===== config.mk =====
export PLATFORM = sky130hd
export DESIGN_NAME = bcd_score_counter
export DESIGN_NICKNAME = d
export VERILOG_FILES = /design/src/rtl/bcd_score_counter.sv
export SDC_FILE = /design/constraint.sdc
export NUM_CORES = 1
export LEC_CHECK = 0
export ABC_AREA = 0
export BUFFER_PORTS_ARGS = -buffer_cell sky130_fd_sc_hd__buf_4
export CAP_MARGIN = 10
export CORE_MARGIN = 1.5
export CORE_UTILIZATION = 60
export CTS_CLUSTER_DIAMETER = 80
export DETAILED_ROUTE_END_ITERATION = 8
export PLACE_DENSITY = 0.87
export SKIP_LAST_GASP = 1
export SYNTH_ARGS = -nofsm -noshare
export SYNTH_HDL_FRONTEND = slang
export SYNTH_SLANG_ARGS = --single-unit

===== constraint.sdc =====
create_clock -name clk -period 5 [get_ports clk]
set_clock_uncertainty 0.05 [all_clocks]
set_input_delay 0.25 -clock clk [delete_from_list [all_inputs] [get_ports clk]]
set_output_delay 0.25 -clock clk [all_outputs]
set_load 0.02 [all_outputs]

===== src/rtl/bcd_score_counter.sv =====
// BCD up/down score register with a two-press confirmed clear for the button front-end.
// Optional armed_blink indicator: define BCD_SCORE_BLINK_EN.
module bcd_score_counter #(
  parameter int NUM_DIGITS     = 2,
  parameter int WRAP           = 0,
  parameter int CONFIRM_CYCLES = 50000000
`ifdef BCD_SCORE_BLINK_EN
  , parameter int BLINK_HALF   = 12500000
`endif
) (
  input  logic                    clk,
  input  logic                    reset_n,
  input  logic                    inc_pulse,
  input  logic                    dec_pulse,
  input  logic                    clr_pulse,
  output logic [4*NUM_DIGITS-1:0] score,
  output logic                    armed,
  output logic                    at_zero,
  output logic                    at_max,
  output logic                    changed
`ifdef BCD_SCORE_BLINK_EN
  , output logic                  armed_blink
`endif
);

  localparam int W  = 4 * NUM_DIGITS;
  localparam int TW = $clog2(CONFIRM_CYCLES);
  localparam logic [W-1:0]  ALL_NINES  = {NUM_DIGITS{4'h9}};
  localparam logic [TW-1:0] TIMER_LAST = TW'(CONFIRM_CYCLES - 1);

  typedef enum logic {IDLE, ARMED} stateE;

  stateE         state, stateNext;
  logic [W-1:0]  scoreNext, incValue, decValue, stepValue;
  logic [TW-1:0] timer, timerNext;
  logic          carry, borrow, wantInc, wantDec;

  assign at_zero = (score == '0);
  assign at_max  = (score == ALL_NINES);
  assign armed   = (state == ARMED);

  // Ripple +1 / -1 across the digits; a digit never leaves 0..9.
  // NOTE: blocking '=' here because carry/borrow must ripple digit by digit within one
  // evaluation; registers below use '<=' so every flop samples the pre-edge values.
  always_comb begin
    incValue = score;
    decValue = score;
    carry    = 1'b1;
    borrow   = 1'b1;
    for (int i = 0; i < NUM_DIGITS; i++) begin
      if (carry) begin
        if (score[4*i +: 4] == 4'd9) incValue[4*i +: 4] = 4'd0;
        else begin
          incValue[4*i +: 4] = score[4*i +: 4] + 4'd1;
          carry = 1'b0;
        end
      end
      if (borrow) begin
        if (score[4*i +: 4] == 4'd0) decValue[4*i +: 4] = 4'd9;
        else begin
          decValue[4*i +: 4] = score[4*i +: 4] - 4'd1;
          borrow = 1'b0;
        end
      end
    end
  end

  // inc and dec together cancel; saturation holds unless wrapping is enabled.
  assign wantInc = inc_pulse & ~dec_pulse;
  assign wantDec = dec_pulse & ~inc_pulse;

  always_comb begin
    stepValue = score;
    if (wantInc && !(at_max && WRAP == 0))       stepValue = incValue;
    else if (wantDec && !(at_zero && WRAP == 0)) stepValue = decValue;
  end

  // NOTE: every output of this block gets a default first so no path infers a latch.
  always_comb begin
    stateNext = state;
    scoreNext = score;
    timerNext = '0;
    case (state)
      IDLE: begin
        if (clr_pulse) stateNext = ARMED;
        else           scoreNext = stepValue;
      end
      ARMED: begin
        if (clr_pulse) begin
          scoreNext = '0;
          stateNext = IDLE;
        end else if (inc_pulse || dec_pulse) begin
          scoreNext = stepValue;
          stateNext = IDLE;
        end else if (timer == TIMER_LAST) begin
          stateNext = IDLE;
        end else begin
          timerNext = timer + 1'b1;
        end
      end
      default: stateNext = IDLE;
    endcase
  end

  always_ff @(posedge clk or negedge reset_n) begin
    if (!reset_n) begin
      state   <= IDLE;
      score   <= '0;
      timer   <= '0;
      changed <= 1'b0;
    end else begin
      state   <= stateNext;
      score   <= scoreNext;
      timer   <= timerNext;
      changed <= (scoreNext != score);
    end
  end

`ifdef BCD_SCORE_BLINK_EN
  localparam int BW = (BLINK_HALF > 1) ? $clog2(BLINK_HALF) : 1;
  localparam logic [BW-1:0] BLINK_LAST = BW'(BLINK_HALF - 1);

  logic [BW-1:0] blinkCnt;

  // Starts high on entry to ARMED, toggles every BLINK_HALF cycles, dark otherwise.
  always_ff @(posedge clk or negedge reset_n) begin
    if (!reset_n) begin
      blinkCnt    <= '0;
      armed_blink <= 1'b0;
    end else if (stateNext == ARMED) begin
      if (state == IDLE) begin
        blinkCnt    <= '0;
        armed_blink <= 1'b1;
      end else if (blinkCnt == BLINK_LAST) begin
        blinkCnt    <= '0;
        armed_blink <= ~armed_blink;
      end else begin
        blinkCnt    <= blinkCnt + 1'b1;
      end
    end else begin
      blinkCnt    <= '0;
      armed_blink <= 1'b0;
    end
  end
`endif

endmodule

==> impl_metrics.ini <==
[die]
initial_core_util_pct = 64.4
dieArea_um2 = 4040
die_h_um = 63.5
core-area_um2 = 3420
die_width_um = 63.5
rows = 21
pin_count = 17

[worst_setup_path]
start_kind = flip-flop
r2r-start = score[0]
critical_path_arrival_ns = 2.55
cp_max_fo = 9
path_class = flip-flop to flip-flop
ff2ff_setup_slack_ns = 2.67
end_kind = flip-flop
required_ns = 5.22
crit_start = score[0]

[global_routing]
top_usage_layer = met2
groute.usage.overall_pct = 25.3
grt_use_met2_pct = 38.0
grt_pass1_wl_um = 8090
globalRouteOverflowTotal = 0
gr-usage-met1_pct = 37.5
grt_pass1_vias = 1733
antenna_found_initial = 0
grt_use_met3_pct = 4.82
grt_max_degree = 37

[cts]
clock_sinks = 36
cts_tree = done
htreeDepth = 2
clkTransAtPathRegs_ns = 0.11
cts_resized = 0
clock_latency_ns = 0.34
cts_buffers = 5
root_buffer = clkbuf_4
clk_path_buf_depth = 2

[job]
cap_violations = 0

[final_layout]
mostFrequentLayoutCell = nor2_1
layout_common_cells = nor2_1 (39), dfrtp_1 (36), nand2_1 (22)
area_growth_pct = 10.6
final_util_pct = 71.2
layout.nets = 277
drive_gt1_share_pct = 11.7
antenna_cells = 0

[synthesis]
synth_edf_count = 0
yosysSeqAreaShare_pct = 41.0
synth_top_flop_cell = dfrtp_1
synth_top_area_share_pct = 41.0
synthCells = 250
ys_ff_latch = 36
mappedNetlistArea_um2 = 2200
avgSynthCellArea_um2 = 8.80
yosys.area.top_type = dfrtp_1
yosysWarnings = 0
async_reset_ff_share_pct = 100
ys_top_cells_by_area = dfrtp_1 (41%), nor2_1 (6.7%), xnor2_1 (6.0%)
synth.distinct_cells = 47
syn-num-nets = 262

[timing]
hold_violations = 0
report.final.slew_viol_count = 0
worst_slew_pin_slew_ns = 0.848
setup_viol = 0
grt_setup_unrepaired = no
finalWorstPathRequiredPeriod_ns = 2.33
timing.final.crit_share_pct = 46.6
holdWs_ns = 0.144
slew_headroom_pct = 43.5
tns_ns = 0
fmax_ghz = 0.429

[power_and_ir_drop]
p_leak_nw = 1.00
p_per_area_nw_per_um2 = 347
ir_drop_mv = 0.241
p_total_w = 0.000845

[route]
drc_errors = 0
routedWlPerCell_um = 15.0
drt-total-wl_um = 4690
drt_iter0_drc = 227
via_per_inst = 6.16
vias = 1921
dr.pass1.iters = 4
detail-route-antenna-nets = 0

[hold_path]
holdCritPathClass = input port to flip-flop
hold_start = clr_pulse

[placement]
finalWeightedCongestion = 1.00
place_hpwl_um = 3320
port_buffers = 16

[status]
outcome = finished clean
==> worst max-delay path: stages (launching register included) <==
cell	delay, ns
dfrtp_1	0.51
inv_1	0.13
ha_1	0.30
and4bb_2	0.30
a21oi_1	0.24
nor3_1	0.11
or4_1	0.52
nand4_1	0.11
==> through the flow <==
step,area [um2],cells,setup WS [ns]
finish,2430,312,2.67
CTS,2430,312,2.69
global placement,2330,303,2.80
floorplan,2200,250,2.84
detailed placement,2330,303,2.72
global route,2430,312,2.52
==> cells in the mapped netlist, types with 7 or more instances <==
cell type	n
nor2_1	39
ha_1	7
nand3_1	15
xor2_1	11
a21oi_1	9
inv_1	10
nand4_1	9
xnor2_1	15
o21ai_0	8
dfrtp_1	36
nand2_1	22
==> cells by family (layout without fill, tap and decap cells) <==
group | Yosys count | in the layout | synth area share [%]
AO/OA/AOI/OAI | 35 | 35 | 10.0
XOR/XNOR | 26 | 26 | 10.4
adder cells (fa/ha/maj) | 7 | 7 | 3.98
buffers and inverters | 19 | 35 | 3.93
flip-flops | 36 | 36 | 41.0
multiplexers | 1 | 1 | 0.455
AND/OR/NAND/NOR | 126 | 126 | 30.3
==> power by group <==
part / leakage (nW) / switching (W) / internal, W
combinational: 0.453 / 0.000149 / 0.000110
clock: 0.0515 / 0.0000984 / 0.000133
sequential: 0.496 / 0.0000425 / 0.000312
==> state kept, by name, indices dropped and copies added (netlist names) <==
register / count
changed: 1
score: 8
armed: 1
timer: 26
==> layer usage <==
layer / vias to the layer above / routed length [um]
li1: 902 / -
met1: 943 / 2220
met2: 70 / 2180
met3: 6 / 252
met4: 0 / 41
met5: - / 0
==> what timing repair did <==
action                    CTS  global route
hold endpoints to repair   36             0
setup buffers               0             0
hold buffers                1             0
==> path summary, 6_finish.rpt <==
kind                       depth (start not counted)         to
hold / removal                                     2   timer[6]
hold reg to reg                                    1   timer[0]
setup reg to reg                                   7    changed
max in group asynchronous                          2   timer[6]
min in group asynchronous                          2  timer[20]
setup / recovery                                   7    changed
==> layout make-up <==
type	count	area (um2)
Fill cell	280	982
Multi-Input combinational cell	195	1210
Clock buffer	7	65.1
Timing Repair Buffer	17	130
Sequential cell	36	901
Clock inverter	1	30.0
Tap cell	46	57.6
Inverter	10	37.5
Power figures use the tool's default switching activity.
